## src/rtl/traffic_pkg.sv

```systemverilog
// traffic_pkg: shared lane count, phase time type, phase state enum and default timings
package traffic_pkg;
    localparam int NUM_LANES = 8;
    typedef logic [6:0] phase_time_t;
    typedef enum logic [2:0] {ALL_RED, GREEN, YELLOW, WALK, EMG} phase_state_t;
    localparam int DEF_MIN_GREEN   = 5;
    localparam int DEF_MAX_GREEN   = 60;
    localparam int DEF_YELLOW_TIME = 3;
    localparam int DEF_ALLRED_TIME = 2;
    localparam int DEF_WALK_TIME   = 15;
endpackage

```

## src/rtl/rr_arbiter.sv

```systemverilog
// rr_arbiter: combinational round-robin pick of the first requesting lane after lastIdx
//   req      - per-lane request
//   lastIdx  - index of the previously granted lane
//   grant    - one-hot grant, zero when nothing requests
//   grantIdx - index of the granted lane (lastIdx when nothing requests)
module rr_arbiter
    import traffic_pkg::*;
(
    input  logic [NUM_LANES-1:0] req,
    input  logic [2:0]           lastIdx,
    output logic [NUM_LANES-1:0] grant,
    output logic [2:0]           grantIdx
);
    logic [2:0] idx;
    logic       found;

    always_comb begin
        grant    = '0;
        grantIdx = lastIdx;
        found    = 1'b0;
        idx      = lastIdx;
        for (int k = 1; k <= NUM_LANES; k++) begin
            idx = lastIdx + 3'(k);
            if (!found && req[idx]) begin
                found       = 1'b1;
                grant[idx]  = 1'b1;
                grantIdx    = idx;
            end
        end
    end
endmodule

```

## src/rtl/phase_scheduler.sv

```systemverilog
// phase_scheduler: round-robin green/yellow/all-red sequencer with emergency preemption
//   clk, rst   - one cycle per second; async active-high reset
//   lanes      - per-lane queue counts, sampled only at the all-red decision point
//   emgSignal  - emergency present; emgLane one-hot request (lowest set bit wins)
//   pedSignal  - pedestrian request (only with PHASE_SCHEDULER_PED_EN defined)
//   green, yellow, walk, phaseTimer - registered light vector and seconds remaining
//   busy       - high whenever the scheduler is not in all-red
// Build option: PHASE_SCHEDULER_PED_EN adds the pedestrian WALK phase.
module phase_scheduler
    import traffic_pkg::*;
#(
    parameter int MIN_GREEN   = DEF_MIN_GREEN,
    parameter int MAX_GREEN   = DEF_MAX_GREEN,
    parameter int YELLOW_TIME = DEF_YELLOW_TIME,
    parameter int ALLRED_TIME = DEF_ALLRED_TIME,
    parameter int WALK_TIME   = DEF_WALK_TIME
)(
    input  logic                        clk,
    input  logic                        rst,
    input  logic [NUM_LANES-1:0][7:0]   lanes,
    input  logic                        emgSignal,
    input  logic [NUM_LANES-1:0]        emgLane,
    input  logic                        pedSignal,
    output logic [NUM_LANES-1:0]        green,
    output logic [NUM_LANES-1:0]        yellow,
    output logic                        walk,
    output phase_time_t                 phaseTimer,
    output logic                        busy
);
    localparam phase_time_t YELLOW_T = phase_time_t'(YELLOW_TIME - 1);
    localparam phase_time_t ALLRED_T = phase_time_t'(ALLRED_TIME - 1);

    phase_state_t         state, stateNext;
    phase_time_t          timerNext, greenLen;
    logic [NUM_LANES-1:0] greenNext, yellowNext, req, grant, emgPick;
    logic [2:0]           lastLane, lastLaneNext, grantIdx;
    logic [8:0]           greenSum;
    logic                 emgActive;

    genvar i;
    generate
        for (i = 0; i < NUM_LANES; i++) begin : gReq
            assign req[i] = |lanes[i];
        end
    endgenerate

    rr_arbiter uArb (
        .req      (req),
        .lastIdx  (lastLane),
        .grant    (grant),
        .grantIdx (grantIdx)
    );

    // isolate the lowest set emergency bit
    assign emgPick   = emgLane & (~emgLane + NUM_LANES'(1));
    assign emgActive = emgSignal && (emgLane != '0);
    assign greenSum  = 9'(MIN_GREEN) + {1'b0, lanes[grantIdx]};
    assign greenLen  = (greenSum > 9'(MAX_GREEN)) ? phase_time_t'(MAX_GREEN) : greenSum[6:0];
    assign busy      = state != ALL_RED;

`ifdef PHASE_SCHEDULER_PED_EN
    localparam phase_time_t WALK_T = phase_time_t'(WALK_TIME - 1);
    logic pedPending, pedNext, walkNext;
`else
    logic unusedPed;
    assign unusedPed = pedSignal;
    assign walk      = 1'b0;
`endif

    always_comb begin
        stateNext    = state;
        timerNext    = phaseTimer - 7'd1;
        greenNext    = green;
        yellowNext   = yellow;
        lastLaneNext = lastLane;
`ifdef PHASE_SCHEDULER_PED_EN
        walkNext     = walk;
`endif
        case (state)
            ALL_RED: if (phaseTimer == '0) begin
                timerNext = '0;
                if (emgActive) begin
                    stateNext = EMG;
                    greenNext = emgPick;
                end
`ifdef PHASE_SCHEDULER_PED_EN
                else if (pedPending) begin
                    stateNext = WALK;
                    walkNext  = 1'b1;
                    timerNext = WALK_T;
                end
`endif
                else if (|req) begin
                    stateNext    = GREEN;
                    greenNext    = grant;
                    timerNext    = greenLen - 7'd1;
                    lastLaneNext = grantIdx;
                end
            end
            GREEN: if (emgActive && emgPick == green) begin
                stateNext = EMG;
                timerNext = '0;
            end else if (emgActive || phaseTimer == '0) begin
                stateNext  = YELLOW;
                greenNext  = '0;
                yellowNext = green;
                timerNext  = YELLOW_T;
            end
            YELLOW: if (phaseTimer == '0) begin
                stateNext  = ALL_RED;
                yellowNext = '0;
                timerNext  = ALLRED_T;
            end
`ifdef PHASE_SCHEDULER_PED_EN
            WALK: if (emgActive || phaseTimer == '0) begin
                stateNext = ALL_RED;
                walkNext  = 1'b0;
                timerNext = ALLRED_T;
            end
`endif
            EMG: begin
                timerNext = '0;
                if (!emgActive || emgPick != green) begin
                    stateNext  = YELLOW;
                    greenNext  = '0;
                    yellowNext = green;
                    timerNext  = YELLOW_T;
                end
            end
            default: begin
                stateNext  = ALL_RED;
                greenNext  = '0;
                yellowNext = '0;
                timerNext  = ALLRED_T;
            end
        endcase
    end

    always_ff @(posedge clk or posedge rst) begin
        if (rst) begin
            state      <= ALL_RED;
            phaseTimer <= ALLRED_T;
            green      <= '0;
            yellow     <= '0;
            lastLane   <= 3'd7;
        end else begin
            state      <= stateNext;
            phaseTimer <= timerNext;
            green      <= greenNext;
            yellow     <= yellowNext;
            lastLane   <= lastLaneNext;
        end
    end

`ifdef PHASE_SCHEDULER_PED_EN
    // requests arriving during WALK are dropped; pending clears on WALK entry
    assign pedNext = (stateNext == WALK && state != WALK) ? 1'b0 :
                     (state == WALK) ? pedPending : (pedPending | pedSignal);

    always_ff @(posedge clk or posedge rst) begin
        if (rst) begin
            walk       <= 1'b0;
            pedPending <= 1'b0;
        end else begin
            walk       <= walkNext;
            pedPending <= pedNext;
        end
    end
`endif
endmodule

```

## config.mk

```make
export PLATFORM = sky130hd
export DESIGN_NAME = phase_scheduler
export DESIGN_NICKNAME = d
export VERILOG_FILES = /design/src/rtl/traffic_pkg.sv /design/src/rtl/rr_arbiter.sv /design/src/rtl/phase_scheduler.sv
export SDC_FILE = /design/constraint.sdc
export NUM_CORES = 1
export LEC_CHECK = 0
export ABC_AREA = 1
export ABC_CLOCK_PERIOD_IN_PS = 5400
export CAP_MARGIN = 10
export CORE_MARGIN = 10
export CORE_UTILIZATION = 52
export DETAILED_ROUTE_END_ITERATION = 6
export PLACE_DENSITY = 0.89
export SYNTH_ARGS = -nofsm -noshare
export SYNTH_HDL_FRONTEND = slang
export SYNTH_SLANG_ARGS = --single-unit
```

## constraint.sdc

```tcl
create_clock -name clk -period 5.4 [get_ports clk]
set_input_delay 1.08 -clock clk [delete_from_list [all_inputs] [get_ports clk]]
set_output_delay 1.08 -clock clk [all_outputs]
set_load 0.005 [all_outputs]
```

==> metrics.cfg, run 1 <==
[outcome]
status = completed

[critical_path]
r2r_cells = 29
cpPeakStageDelay_ns = 0.44
cp_max_fo = 5
crit_path_frequent_cell = nand2_1
rrSetupSlack_ns = 0.35
path_class = in2reg
cp-end-kind = flip-flop
arrival_ns = 5.39
required_ns = 5.55
start_kind = primary input
r2r-start = lastLane[1]
slowest_stage = clkdlybuf4s50_1
reg2reg_to = phaseTimer[1]

[detailed_routing]
dr.pass1.iters = 5
antenna_left = 0
num_vias = 5801
initialDrtViolationCount = 682
viasPerCell = 5.77
drc = 0
wire_per_inst_um = 16.0
wl_um = 16100

[layout]
layoutNonFillerInstCount = 1006
layout-drive-gt1-share = 0.166
area_growth_pct = 37.7
fin_area_um2 = 6090
nets = 986
n_antenna_cell = 0

[clock_tree]
root_buffer = clkbuf_8
path_clk_slew_ns = 0.06
ctsHtreeMaxLevel = 2
numCtsBuffers = 5
clk_latency_ns = 0.28
cts_tree = yes
clock-sinks = 29
cts_hold_buf = 0
cts_buffer_depth = 2

[timing]
fin_crit_sh = 0.970
drv_slew = 0
slew_headroom = 0.255
tightest_slew_ns = 1.11
hold_viol = 0
setup_viol = 0
min_period_ns = 5.24
fmax_ghz = 0.191
fin_skew_ns = 0.00526

[flow_run]
maxCapViolCount = 0

[global_route]
grt_antenna_before_repair = 0
grt_pass1_wl_um = 25400
grt_pass1_vias = 5325
track_usage = 0.234
grt.overflow.total = 0
grt_max_degree = 30

[logic_synthesis]
ys.flop_type = dfrtp_1
syn_area_um2 = 4420
ys_top_cells_by_count = nand2_1 (232), nor2_1 (88), nand3_1 (81)
ys_seq_area_frac = 0.165
ys_types = 52
yosysMostFrequentCell = nand2_1
synthTopCellsByArea = nand2_1 (20%), dfrtp_1 (14%), nand3_1 (9.2%)
ys_ff_latch = 29
yosysWarnings = 0
synth_edf_count = 0
synth_nets = 848
synth_top_cell_area_share = 0.197
synth_top_cell_by_area = nand2_1
syn_area_per_cell_um2 = 5.80
synthCells = 762
synthArstFlopShare = 1.00

[die]
initial_core_util = 0.535
rows = 33
die-area_um2 = 12600
die_w_um = 112
core_area_um2 = 8260
io_pins = 101
die_height_um = 112

[placed_design]
gp_congestion = 0.978
dp_hpwl_um = 12400
io_buffers = 98
dpl_cell_area_um2 = 5770
placedCellCount = 992

[min_path]
min_to = yellow[4]
min_delay_path_depth = 2
hold_path_class = reg2reg
holdCritStartpoint = green[4]

## sequential cells by signal, indices dropped and copies added, names as in the netlist
signal and cells:
green 8, yellow 8, phaseTimer 7, lastLane 3, state 3
## worst max-delay path, delay by kind of cell
family          cells  cell delay (ns)
compound gates      3             0.57
fa+ha+maj           2             0.47
buf+inv             4             0.76
simple gates       22             2.47
## area by class of cell
cell class	instances	area [µm²]
multi-input combinational	619	3360
fill	669	2170
timing repair buffer	149	1400
sequential	29	731
inverter	96	362
tap	105	131
clock buffer	7	96.3
clock inverter	1	5.00
## through the flow
stage	setup WS, ns	util	TNS (ns)	hold WS, ns
2_1_floorplan	0.764	-	0	0.523
3_3_place_gp	-0.0264	0.699	-0.0264	0.520
3_5_place_dp	-0.119	0.699	-0.119	0.526
4_1_cts	0.120	0.711	0	0.543
5_1_grt	-0.0749	0.737	-0.0749	0.570
6_report	0.161	0.737	0	0.543
## how the worst max path moves through the flow
stage                     slack (ns)  depth (start not counted)       endpoint         from
final                           0.16                         31  phaseTimer[1]    lanes[55]
after global routing           -0.07                         33  phaseTimer[1]     lanes[4]
after CTS                       0.12                         31  phaseTimer[1]    lanes[39]
after detailed placement       -0.12                         36  phaseTimer[1]    lanes[48]
after global placement         -0.03                         31  phaseTimer[1]    lanes[39]
after floorplan                 0.76                         36  phaseTimer[1]  lastLane[0]
## cells in the final DEF, fill, tap and decap left out, types with 6 or more instances in the layout
cell type / instances
nor2_4: 8
buf_4: 47
nand2_1: 228
nor2_2: 9
nor2_1: 78
nand3_1: 68
a21oi_1: 22
inv_1: 78
a22oi_1: 9
nand3_2: 19
o21ai_1: 10
nand4_1: 10
dfrtp_1: 25
xor2_1: 13
nand2_4: 6
clkbuf_8: 7
ha_1: 9
clkdlybuf4s50_1: 98
inv_2: 12
o21ai_0: 42
nand2_2: 13
nor3_1: 18
## logic make-up after synthesis
| logic type | count (synthesis) | share of synthesized area |
|---|---|---|
| fa+ha+maj | 10 | 0.0283 |
| compound gates | 112 | 0.154 |
| other cells | 1 | 0.000848 |
| flops | 29 | 0.165 |
| xor+xnor | 15 | 0.0297 |
| simple gates | 481 | 0.511 |
| buf+inv | 114 | 0.111 |
## routing by layer
layer | track usage | part of all wire | up-vias
met4 | 0.0711 | 0.029 | 0
met1 | 0.283 | 0.39 | 2650
li1 | - | - | 2787
met3 | 0.0378 | 0.081 | 45
met5 | 0 | 0 | -
met2 | 0.413 | 0.50 | 319
## what timing repair did
| item | CTS | global route |
|---|---|---|
| buffers inserted | 0 | 5 |
| resized for setup | 0 | 40 |
| endpoints found under the setup margin | 0 | 7 |
Power of run 1 is not shown: default switching activity piles up to over one toggle a cycle in this logic, so the estimate is an artifact.
==> run 2: changes to the inputs <==
--- a/config.mk
+++ b/config.mk
@@ -12,6 +12,7 @@
 export CORE_UTILIZATION = 52
 export DETAILED_ROUTE_END_ITERATION = 6
 export PLACE_DENSITY = 0.89
+export SETUP_SLACK_MARGIN = 0.3
 export SYNTH_ARGS = -nofsm -noshare
 export SYNTH_HDL_FRONTEND = slang
 export SYNTH_SLANG_ARGS = --single-unit
==> run 2 against run 1 <==
Compared with the run above: worst setup slack got worse by 0.10 ns; sequential share of layout area fell by 1.2 points; wire length rose by 18%; via count rose by 7.4%; global-route usage rose by 0.51 points; flip-flop and latch count did not move; register-to-register slack got worse by 0.07 ns; cell area rose by 11%; critical path depth rose by 2; non-clock buffer count rose by 20; clock skew barely moved; critical path type unchanged; largest cell class unchanged.
==> metrics.cfg, run 2 (synthesis gave the netlist of run 1 again) <==
[clock_tree]
cts_buffer_depth = 2  ; unchanged
path_clk_slew_ns = 0.07  ; was 0.06 ns
clock-sinks = 29  ; unchanged
numCtsBuffers = 5  ; unchanged
root_buffer = clkbuf_8  ; unchanged
ctsHtreeMaxLevel = 2  ; unchanged
cts_hold_buf = 0  ; unchanged
cts_tree = yes  ; unchanged
clk_latency_ns = 0.28  ; about the same

[timing]
fin_crit_sh = 0.990  ; was 0.970
fin_skew_ns = 0.00566  ; was 0.00526 ns
fmax_ghz = 0.187  ; was 0.191 GHz
setup_viol = 0  ; unchanged
min_period_ns = 5.34  ; was 5.24 ns
slew_headroom = 0.541  ; was 0.255
holdWs_ns = 0.543  ; about the same
layout_setup_ws_ns = 0.0560  ; was 0.161 ns
hold_viol = 0  ; unchanged
rsz0062_at_grt = true
tightest_slew_ns = 0.683  ; was 1.11 ns
drv_slew = 0  ; unchanged

[detailed_routing]
drc = 0  ; unchanged
wire_per_inst_um = 18.5  ; was 16.0 µm
initialDrtViolationCount = 930  ; was 682
wl_um = 19100  ; was 16,100 µm
antenna_left = 0  ; unchanged
dr.pass1.iters = 6  ; was 5
num_vias = 6229  ; was 5,801
viasPerCell = 6.04  ; was 5.77

[global_route]
grt_pass1_wl_um = 25900  ; was 25,400 µm
gr-usage-met2 = 0.419  ; was 0.413
globalRoute.busiestLayer = met2  ; unchanged
grt_antenna_before_repair = 4  ; was 0
grt.overflow.total = 0  ; unchanged
grt_pass1_vias = 5454  ; was 5,325
grt_max_degree = 30  ; unchanged
use_met1 = 0.286  ; was 0.283
track_usage = 0.239  ; was 0.234
met3_usage = 0.0373  ; was 0.0378

[placed_design]
gp_congestion = 0.978  ; unchanged
pre_cts_ws_ns = -0.119  ; unchanged
io_buffers = 98  ; unchanged
dp_hpwl_um = 12400  ; unchanged

[layout]
nets = 1007  ; was 986
final_util = 0.820  ; was 0.737
mostFrequentLayoutCell = nand2_1  ; unchanged
area_growth_pct = 53.2  ; was 37.7%
layout-drive-gt1-share = 0.245  ; was 0.166
reg_top3 = green x8, yellow x8, phaseTimer x7  ; unchanged
final_cell_mix = nand2_1 (200), inv_1 (74), nor2_1 (71)  ; was nand2_1 (228), clkdlybuf4s50_1 (98), inv_1 (78), nor2_1 (78), nand3_1 (68)

[critical_path]
slowest_stage = clkdlybuf4s50_1  ; unchanged
cp_max_fo = 9  ; was 5
start_kind = primary input  ; unchanged
cpPeakStageDelay_ns = 0.44  ; about the same
required_ns = 5.55  ; about the same
crit_path_frequent_cell = nand2_2  ; was nand2_1
path_class = in2reg  ; unchanged
worst-path-buf-inv = 4  ; unchanged
critical-path-top-delay-family = simple AND/OR/NAND/NOR gates  ; unchanged
cp-end-kind = flip-flop  ; unchanged
arrival_ns = 5.49  ; was 5.39 ns

[outcome]
status = completed  ; unchanged

[die]
io_pins = 101  ; unchanged
initial_core_util = 0.535  ; unchanged
die_height_um = 112  ; unchanged
rows = 33  ; unchanged
core_area_um2 = 8260  ; unchanged
die_w_um = 112  ; unchanged
die-area_um2 = 12600  ; unchanged

[min_path]
hold_path_class = reg2reg  ; unchanged

[flow_run]
maxCapViolCount = 0  ; unchanged

run 2: worst register-to-register path, delay by kind of cell, from the launching register on:
kind	cells	cell delay (ns)
AND/OR/NAND/NOR	18	2.29
buffers and inverters	5	0.75
adder cells (fa/ha/maj)	2	0.47
AO/OA/AOI/OAI	4	0.76
flip-flops	1	0.72
run 2: per-stage QoR:
stage	instance area, µm²	TNS [ns]	instances
2_1_floorplan	4420	0	762
3_3_place_gp	5770	-0.0264	992
3_5_place_dp	5770	-0.119	992
4_1_cts	6020	0	1005
5_1_grt	6770	-0.179	1031
6_report	6770	0	1031
run 2: what timing repair did:
item	in CTS	in global routing
pin swaps	19	82
gates cloned	0	2
setup endpoints to repair	2	15
buffers inserted	5	19
resized for setup	32	154
run 2: metal layers:
metal  vias to the layer above  routed length, µm
li1                       2825                  -
met1                      2856               6960
met2                       448               9430
met3                       100               1750
met4                         0                936
met5                         -                  0
run 2: layout make-up:
cell class,count,area (µm²)
clock buffers,7,96.3
well taps,105,131
inverters,96,373
flip-flops and latches,29,731
clock inverters,1,5.00
multi-input cells,620,3700
repair buffers,169,1730
diodes,4,10.0
fillers,514,1490
run 2: path summary, 6_finish.rpt:
kind	startpoint	to	slack [ns]	cells past startpoint
min	green[4]	yellow[4]	0.54	2
min in group asynchronous	rst	phaseTimer[1]	1.19	2
max in group asynchronous	rst	green[5]	3.69	3
min reg2reg	green[4]	yellow[4]	0.54	2
max reg2reg	lastLane[1]	phaseTimer[1]	0.28	29
max	lanes[41]	phaseTimer[1]	0.06	33
Power of run 2 is left out for the same reason.
==> run 3: changes to the inputs <==
--- a/config.mk
+++ b/config.mk
@@ -11,6 +11,7 @@
 export CORE_MARGIN = 10
 export CORE_UTILIZATION = 52
 export DETAILED_ROUTE_END_ITERATION = 6
+export MAX_ROUTING_LAYER = met4
 export PLACE_DENSITY = 0.89
 export SETUP_SLACK_MARGIN = 0.3
 export SYNTH_ARGS = -nofsm -noshare
==> run 3 against run 2 <==
Compared with the run above: die area is the same; global-route usage up 0.68 points; non-clock buffer count down 2; register-to-register slack better by 0.11 ns; wire length down 11%; utilization is 1.8 points lower; critical endpoint unchanged.
==> metrics.cfg, run 3 (synthesis gave the netlist of run 1 again) <==
[min_path]
holdCritStartpoint = yellow[6]  ; was green[4]
hold_path_class = reg2reg  ; unchanged

[layout]
mostFrequentLayoutCell = nand2_1  ; unchanged
seq_area_um2 = 731  ; unchanged
final_cell_mix = nand2_1 (200), clkdlybuf4s50_1 (87), inv_1 (76)  ; was nand2_1 (200), inv_1 (74), nor2_1 (71)
nets = 1004  ; was 1,007
area_growth_pct = 49.9  ; was 53.2%
layout-drive-gt1-share = 0.249  ; was 0.245
final_util = 0.802  ; was 0.820
multi_input_area_um2 = 3720  ; was 3700 µm²
num-fill-cells = 562  ; was 514
n_antenna_cell = 0  ; was 4
reg_top3 = green x8, yellow x8, phaseTimer x7  ; unchanged

[detailed_routing]
antenna_left = 0  ; unchanged
initialDrtViolationCount = 691  ; was 930
wl_um = 17000  ; was 19,100 µm
viasPerCell = 5.80  ; was 6.04
num_vias = 5939  ; was 6,229
dr.pass1.iters = 6  ; unchanged
wire_per_inst_um = 16.6  ; was 18.5 µm
drc = 0  ; unchanged

[die]
die_w_um = 112  ; unchanged
core_area_um2 = 8260  ; unchanged
rows = 33  ; unchanged
initial_core_util = 0.535  ; unchanged
io_pins = 101  ; unchanged
die_height_um = 112  ; unchanged
die-area_um2 = 12600  ; unchanged

[global_route]
grt_pass1_wl_um = 25900  ; about the same
use_met1 = 0.289  ; was 0.286
grt_pass1_vias = 5462  ; was 5,454
gr-usage-met2 = 0.419  ; unchanged
met3_usage = 0.0378  ; was 0.0373
globalRoute.busiestLayer = met2  ; unchanged
track_usage = 0.246  ; was 0.239
grt.overflow.total = 0  ; unchanged
grt_max_degree = 30  ; unchanged
grt_antenna_before_repair = 0  ; was 4

[critical_path]
cp-end-kind = flip-flop  ; unchanged
cp_max_fo = 6  ; was 9
start_kind = primary input  ; unchanged
r2r-start = lastLane[1]  ; unchanged
worst-path-buf-inv = 5  ; was 4
required_ns = 5.57  ; was 5.55 ns
worst_setup_path_startpoint = lanes[38]  ; was lanes[41]
arrival_ns = 5.25  ; was 5.49 ns
path_class = in2reg  ; unchanged
cpPeakStageDelay_ns = 0.45  ; was 0.44 ns
slowest_stage = clkdlybuf4s50_1  ; unchanged
critical-path-top-delay-family = simple AND/OR/NAND/NOR gates  ; unchanged

[clock_tree]
clk_latency_ns = 0.29  ; was 0.28 ns
ctsHtreeMaxLevel = 2  ; unchanged
path_clk_slew_ns = 0.07  ; about the same
cts_buffer_depth = 2  ; unchanged
cts_tree = yes  ; unchanged
clock-sinks = 29  ; unchanged
numCtsBuffers = 5  ; unchanged
cts_hold_buf = 0  ; unchanged
root_buffer = clkbuf_8  ; unchanged

[timing]
drv_slew = 0  ; unchanged
holdWs_ns = 0.539  ; was 0.543 ns
fmax_ghz = 0.197  ; was 0.187 GHz
hold_viol = 0  ; unchanged
setup_viol = 0  ; unchanged
slew_headroom = 0.569  ; was 0.541
tightest_slew_ns = 0.642  ; was 0.683 ns
fin_tns_setup_ns = 0  ; unchanged
min_period_ns = 5.08  ; was 5.34 ns
fin_skew_ns = 0.00599  ; was 0.00566 ns
layout_setup_ws_ns = 0.323  ; was 0.0560 ns
rsz0062_at_grt = true  ; unchanged
fin_crit_sh = 0.940  ; was 0.990

[placed_design]
io_buffers = 98  ; unchanged
dp_hpwl_um = 12600  ; was 12,400 µm
pre_cts_ws_ns = -0.204  ; was -0.119 ns
gp_congestion = 0.959  ; was 0.978

[flow_run]
maxCapViolCount = 0  ; unchanged

[outcome]
status = completed  ; unchanged

## run 3: cell types whose count changed in the layout (fill, tap and decap cells not counted), moves of 2 or more
cell             before  now
inv_1                74   76
nand2_4              11   15
dlygate4sd2_1         2    0
inv_4                 3    1
dlymetal6s2s_1       56   11
o21ai_2               5    3
clkdlybuf4s50_1      40   87
nor2_1               71   64
nor2_2               11   18
nand2_2              35   31
diode_2               4    0
## run 3: area by class of cell
class | instances | share of cell area
well taps | 105 | 0.0198
repair buffers | 167 | 0.238
clock buffers | 7 | 0.0145
multi-input cells | 619 | 0.561
clock inverters | 1 | 0.000755
flip-flops and latches | 29 | 0.110
inverters | 96 | 0.0550
## run 3: worst paths after layout
path | end | slack [ns] | cells after the start
min in group asynchronous | green[5] | 1.18 | 2
min reg2reg | yellow[6] | 0.54 | 2
max in group asynchronous | lastLane[1] | 3.62 | 3
max reg2reg | phaseTimer[1] | 0.39 | 31
min | yellow[6] | 0.54 | 2
max | phaseTimer[1] | 0.32 | 31
## run 3: through the flow
step / area [µm²] / instances
6_report: 6630 / 1024
5_1_grt: 6630 / 1024
4_1_cts: 6030 / 1010
3_5_place_dp: 5840 / 1001
3_3_place_gp: 5840 / 1001
2_1_floorplan: 4420 / 762
## run 3: routing by layer
| layer | wire, µm | share of wire | vias up |
|---|---|---|---|
| met5 | 0 | 0 | - |
| met4 | 621 | 0.037 | 0 |
| met3 | 1170 | 0.069 | 62 |
| met2 | 8370 | 0.49 | 308 |
| met1 | 6840 | 0.40 | 2743 |
| li1 | - | - | 2826 |
## run 3: what timing repair did
item,in CTS,in global routing
gates resized for setup,22,121
setup endpoints to repair,4,13
cloned,0,0
setup buffers,1,13
pin swaps,6,63
## run 3: worst min-delay path, cell delays in order, from the launching register on
cell and delay [ns]:
dfrtp_1 0.38, inv_1 0.05, o21ai_0 0.07
Power of run 3 is left out for the same reason.
==> variant 1, RTL diff (flow settings as in run 2) <==
The package constant `DEF_MAX_GREEN` goes from 60 to 30.
--- a/src/rtl/traffic_pkg.sv
+++ b/src/rtl/traffic_pkg.sv
@@ -4,7 +4,7 @@
     typedef logic [6:0] phase_time_t;
     typedef enum logic [2:0] {ALL_RED, GREEN, YELLOW, WALK, EMG} phase_state_t;
     localparam int DEF_MIN_GREEN   = 5;
-    localparam int DEF_MAX_GREEN   = 60;
+    localparam int DEF_MAX_GREEN   = 30;
     localparam int DEF_YELLOW_TIME = 3;
     localparam int DEF_ALLRED_TIME = 2;
     localparam int DEF_WALK_TIME   = 15;
Behaviour: not the same (Yosys sat finds a counterexample within 4 cycles, from zero or initial values and one cycle with rst high).
==> variant 1 against run 2 <==
  * Cell count is 2.6% higher
  * Area after synthesis is 3.5% higher
  * Cell area is 1.7% lower
  * Die area is 2.9% higher
  * Count of clock-buffer cells in the layout is 2 lower
  * Critical path depth is 5 lower
  * Register-to-register slack better by 0.16 ns
  * Wire length is 8.8% lower
  * Setup slack better by 0.23 ns
  * Non-clock buffer count is 7 lower
  * Sequential cell count stayed put
  * Critical path type unchanged
  * Critical endpoint unchanged
Power is left out: the tool's default activity adds up to more than one toggle a clock period on the data nets, which glitch-free logic cannot reach.
==> variant 1: results (changes against run 2) <==
Layout
  • Non-clock buffer area fraction after layout: 23.6% (was 25.5%)
  • Clock buffer instance count of the final layout: 5 (was 7)
  • Number of diodes added for antenna fixing: 0 (was 4)
  • Fraction of standard cell area in multi-input logic: 54.7% (was 54.6%)
  • Multi-Input Combinational: 634 (was 620)
  • Area fraction of clock buffers and clock inverters: 2.01% (was 1.50%)
  • Number of fill cells in the layout: 602 (was 514)
  • Buffer count excluding the clock tree in the final layout: 162 (was 169)
  • Signed area change from the synthesized netlist to the final layout: 45.5% (was 53.2%)

Synthesis
  • Syn avg cell area: 5.73 sq um (was 5.80 sq um)
  • Syn_nets: 885 (was 848)
  • Yosys cell types: 49 (was 52)
  • Share of synthesized area occupied by flip-flops and latches: 16.0% (was 16.5%)
  • Parity-gate share of the synthesized area counting xor and xnor cells: 1.53% (was 2.97%)
  • Area fraction in compound gates after synthesis: 13.7% (was 15.4%)
  • Synthesized flop and latch total: 29 (unchanged)
  • Ranking of synthesized cells by area: sky130_fd_sc_hd__nand2_1 20%, sky130_fd_sc_hd__dfrtp_1 14%, sky130_fd_sc_hd__nand3_1 9.5% (was sky130_fd_sc_hd__nand2_1 20%, sky130_fd_sc_hd__dfrtp_1 14%, sky130_fd_sc_hd__nand3_1 9.2%)

Routing
  • Routed met2 length: 8.51 mm (was 9.43 mm)
  • Met1 routed wirelength after detailed routing: 6.62 mm (was 6.96 mm)
  • WL/cell: 16.4 microns (was 18.5 microns)
  • Final wirelength: 17.4 mm (was 19.1 mm)
  • Met3 wirelength from detailed routing: 1.64 mm (was 1.75 mm)

Placement
  • Total placed cells including tap cells: 1029 (was 992)
  • Setup slack after placement: -0.0246 ns (was -0.119 ns)
  • Placer's final routability congestion estimate: 0.982 (was 0.978)
  • Area after DPL: 5900 sq um (was 5770 sq um)
  • Dpl hpwl: 11.9 mm (was 12.4 mm)

Timing
  • Max Clock Skew: 0.00685 ns (was 0.00566 ns)
  • Transition time of the tightest slew-check pin: 1.07 ns (was 0.683 ns)

GRT
  • First-pass GRT wire length: 25.1 mm (was 25.9 mm)
  • Met2 demand-to-capacity share in global routing: 37.9% (was 41.9%)
  • Number of global-route vias before repair: 5302 (was 5454)
  • Met3 Track Usage GR: 2.36% (was 3.73%)
  • Met1 Use GR: 29.5% (was 28.6%)
  • Antenna violations before repair: 0 (was 4)

Setup path
  • Crit path max fanout: 6 (was 9)

Status
  • Run status: completed (unchanged)

Clocking
  • Post-CTS Setup Inserts: 0 (was 5)
  • Gates resized, CTS repair: 8 (was 32)
==> variant 1: critical path, stage by stage <==
cell	delay, ns
sky130_fd_sc_hd__clkdlybuf4s50_1	0.43
sky130_fd_sc_hd__nor2_1	0.14
sky130_fd_sc_hd__nand2_1	0.12
sky130_fd_sc_hd__nor2_4	0.17
sky130_fd_sc_hd__nand2_2	0.08
sky130_fd_sc_hd__nand3_2	0.11
sky130_fd_sc_hd__nand2_4	0.08
sky130_fd_sc_hd__o21ai_4	0.19
sky130_fd_sc_hd__nand4_4	0.11
sky130_fd_sc_hd__nor2_4	0.21
sky130_fd_sc_hd__nand3_4	0.16
sky130_fd_sc_hd__buf_6	0.16
sky130_fd_sc_hd__buf_4	0.15
sky130_fd_sc_hd__o21ai_4	0.25
sky130_fd_sc_hd__buf_6	0.17
sky130_fd_sc_hd__nand3_1	0.11
sky130_fd_sc_hd__nand2_2	0.15
sky130_fd_sc_hd__nor2_4	0.07
sky130_fd_sc_hd__buf_4	0.13
sky130_fd_sc_hd__nand3_1	0.10
sky130_fd_sc_hd__nand2_2	0.08
sky130_fd_sc_hd__nor2_4	0.14
sky130_fd_sc_hd__nand3_4	0.12
sky130_fd_sc_hd__nor2_4	0.12
sky130_fd_sc_hd__inv_1	0.05
sky130_fd_sc_hd__ha_2	0.31
sky130_fd_sc_hd__o221a_2	0.19
sky130_fd_sc_hd__o21ai_0	0.07
==> variant 1: final timing paths <==
path / depth (start not counted) / end / start / slack, ns
setup / recovery: 28 / phaseTimer[1] / lanes[51] / 0.29
hold / removal: 2 / yellow[2] / yellow[2] / 0.54
setup reg to reg: 26 / phaseTimer[1] / lastLane[1] / 0.44
hold reg to reg: 2 / yellow[2] / yellow[2] / 0.54
max in group asynchronous: 2 / state[0] / rst / 3.39
min in group asynchronous: 2 / green[7] / rst / 1.37
==> variant 2, RTL diff (flow settings as in run 2) <==
Without the edit above. Register the inputs `lanes`, `emgSignal` and `emgLane` before use, without a reset. The logic sees them one clock later. The other inputs are not delayed to match.
--- a/src/rtl/phase_scheduler.sv
+++ b/src/rtl/phase_scheduler.sv
@@ -30,6 +30,16 @@
     localparam phase_time_t YELLOW_T = phase_time_t'(YELLOW_TIME - 1);
     localparam phase_time_t ALLRED_T = phase_time_t'(ALLRED_TIME - 1);
 
+    logic [NUM_LANES-1:0][7:0] lanes_q;
+    logic emgSignal_q;
+    logic [NUM_LANES-1:0] emgLane_q;
+
+    always_ff @(posedge clk) begin
+        lanes_q     <= lanes;
+        emgSignal_q <= emgSignal;
+        emgLane_q   <= emgLane;
+    end
+
     phase_state_t         state, stateNext;
     phase_time_t          timerNext, greenLen;
     logic [NUM_LANES-1:0] greenNext, yellowNext, req, grant, emgPick;
@@ -40,7 +50,7 @@
     genvar i;
     generate
         for (i = 0; i < NUM_LANES; i++) begin : gReq
-            assign req[i] = |lanes[i];
+            assign req[i] = |lanes_q[i];
         end
     endgenerate
 
@@ -52,9 +62,9 @@
     );
 
     // isolate the lowest set emergency bit
-    assign emgPick   = emgLane & (~emgLane + NUM_LANES'(1));
-    assign emgActive = emgSignal && (emgLane != '0);
-    assign greenSum  = 9'(MIN_GREEN) + {1'b0, lanes[grantIdx]};
+    assign emgPick   = emgLane_q & (~emgLane_q + NUM_LANES'(1));
+    assign emgActive = emgSignal_q && (emgLane_q != '0);
+    assign greenSum  = 9'(MIN_GREEN) + {1'b0, lanes_q[grantIdx]};
     assign greenLen  = (greenSum > 9'(MAX_GREEN)) ? phase_time_t'(MAX_GREEN) : greenSum[6:0];
     assign busy      = state != ALL_RED;
 
Formal check against the unedited RTL: not equivalent (a bounded check fails within 4 cycles, from zero or initial values and one cycle with rst high).
==> variant 2 against run 2 <==
  * Cell area rose by 8.6%
  * Wire length fell by 13%
  * Setup slack improved by 0.57 ns
  * Die area rose by 27%
  * Sequential cell count rose by 73
  * Global-route usage fell by 4.0 points
  * Critical path type is now reg2reg
  * Synthesized cell count rose by 11%
  * Fmax rose by 12%
  * Area after synthesis rose by 33%
Power is left out: the tool's default activity adds up to more than one toggle a clock period on the data nets, which glitch-free logic cannot reach.
==> variant 2: results (changes against run 2) <==
Status
  • Run status: completed (unchanged)

Setup path
  • Crit path max fanout: 20 (was 9)
  • Worst r2r dst: phaseTimer[2] (was phaseTimer[1])
  • Crit path arrival time: 5.02 ns (was 5.49 ns)
  • FF-to-FF setup slack: 0.62 ns (was 0.28 ns)
  • Critical register-to-register path startpoint: lastLane[0] (was lastLane[1])
  • Critical-path cell with the highest stage delay: sky130_fd_sc_hd__dfstp_2 (was sky130_fd_sc_hd__clkdlybuf4s50_1)
  • Delay of the slowest cell on the worst path: 0.65 ns (was 0.44 ns)
  • R2r worst-path depth: 33 (was 29)

Placement
  • Placer's final routability congestion estimate: 0.950 (was 0.978)
  • Dpl hpwl: 12.3 mm (was 12.4 mm)
  • Setup slack after placement: 0.456 ns (was -0.119 ns)
  • Area after DPL: 6950 sq um (was 5770 sq um)

Clocking
  • Worst-Skew Late Latency: 0.35 ns (was 0.28 ns)
  • Maximum level of the CTS H-tree: 3 (was 2)
  • Clock root buffer master: sky130_fd_sc_hd__clkbuf_16 (was sky130_fd_sc_hd__clkbuf_8)

Synthesis
  • Async set-or-reset flop fraction in the synthesized netlist: 28.4% (was 100%)
  • Synth cell count leaders: 224 x sky130_fd_sc_hd__nand2_1, 96 x sky130_fd_sc_hd__nor2_1, 86 x sky130_fd_sc_hd__inv_1 (was 232 x sky130_fd_sc_hd__nand2_1, 88 x sky130_fd_sc_hd__nor2_1, 81 x sky130_fd_sc_hd__nand3_1)
  • Top_reg_cell synth: sky130_fd_sc_hd__dfxtp_1 (was sky130_fd_sc_hd__dfrtp_1)
  • Share of synthesized area occupied by flip-flops and latches: 37.3% (was 16.5%)
  • Ranking of synthesized cells by area: sky130_fd_sc_hd__dfxtp_1 25%, sky130_fd_sc_hd__nand2_1 14%, sky130_fd_sc_hd__dfrtp_1 11% (was sky130_fd_sc_hd__nand2_1 20%, sky130_fd_sc_hd__dfrtp_1 14%, sky130_fd_sc_hd__nand3_1 9.2%)

GRT
  • First-pass GRT wire length: 27.0 mm (was 25.9 mm)
  • Largest net degree at the start of global routing: 40 (was 30)
  • Antenna violations before repair: 0 (was 4)

Layout
  • Signed area change from the synthesized netlist to the final layout: 25.1% (was 53.2%)
  • Number of fill cells in the layout: 882 (was 514)
  • # nets final: 1040 (was 1007)

Timing
  • Max Clock Skew: 0.0111 ns (was 0.00566 ns)
  • Relative slew slack: 29.7% (was 54.1%)

Routing
  • First-iteration detailed-routing DRC count: 779 (was 930)
  • Final wirelength: 16.7 mm (was 19.1 mm)
  • Vias per cell: 5.44 (was 6.04)
  • DRT Pass-1 Iters: 5 (was 6)
==> variant 2: cell count changes after synthesis, moves of 5 or more <==
cell,before,now
sky130_fd_sc_hd__nor2_1,88,96
sky130_fd_sc_hd__a21oi_1,22,32
sky130_fd_sc_hd__nand4_1,10,5
sky130_fd_sc_hd__inv_1,78,86
sky130_fd_sc_hd__dfxtp_1,0,73
sky130_fd_sc_hd__nor3_1,18,25
sky130_fd_sc_hd__nand2_1,232,224
sky130_fd_sc_hd__o21ai_0,43,49
==> variant 2: final cells by class <==
cell class / instances / area share [%]
Clock buffer: 9 / 3.06
Clock inverter: 7 / 1.17
Inverter: 102 / 5.24
Multi-Input combinational cell: 628 / 43.6
Sequential cell: 102 / 29.8
Tap cell: 140 / 2.38
Timing Repair Buffer: 112 / 14.8
==> variant 2: repair_timing <==
item                                    CTS  global route
endpoints found under the setup margin    0             7
hold endpoints to repair                  0             0
gates resized for setup                   0             9
buffers inserted                          0             6
==> variant 2: worst max-delay path, delay by kind of cell (launching register included) <==
kind / cells / cell delay, ns
AOI/OAI and AO/OA: 1 / 0.22
adders and majority gates: 2 / 0.38
buffers and inverters: 5 / 0.62
DFF: 1 / 0.65
and+or+nand+nor: 25 / 2.79
==> variant 2: cells by family (layout without fill, tap and decap cells) <==
group	count (synthesis)	count (layout)	synth area share [%]
xor gates and xnor gates	11	11	1.64
DFF	102	102	37.3
other	1	1	0.0638
and+or+nand+nor	489	490	38.6
buffers and inverters	120	230	8.99
AOI/OAI and AO/OA	117	117	11.5
adders and majority gates	9	9	1.92
==> variant 2: per-layer routing <==
layer  up-vias  global-route usage [%]  share of wire, %
li1       2963                       -                 -
met1      2685                    24.7                40
met2       304                    33.6                49
met3        28                    4.50               8.6
met4         0                    6.03               1.9
met5         -                       0                 0
==> variant 2: metrics by stage <==
| step | hold slack, ns | cells |
|---|---|---|
| final | 0.532 | 1100 |
| after global routing | 0.576 | 1100 |
| after CTS | 0.540 | 1093 |
| after detailed placement | 0.526 | 1077 |
| after global placement | 0.521 | 1077 |
| after floorplan | 0.523 | 849 |
==> variant 2: worst max-delay path by stage <==
stage               slack [ns]   startpoint  cells past startpoint             to
detailed placement        0.46  lastLane[1]                     30  phaseTimer[1]
global route              0.30  lastLane[0]                     29  phaseTimer[1]
floorplan                 0.98  lastLane[0]                     35  phaseTimer[2]
finish                    0.62  lastLane[0]                     33  phaseTimer[2]
global placement          0.52  lastLane[1]                     30  phaseTimer[1]
CTS                       0.44  lastLane[1]                     28  phaseTimer[1]
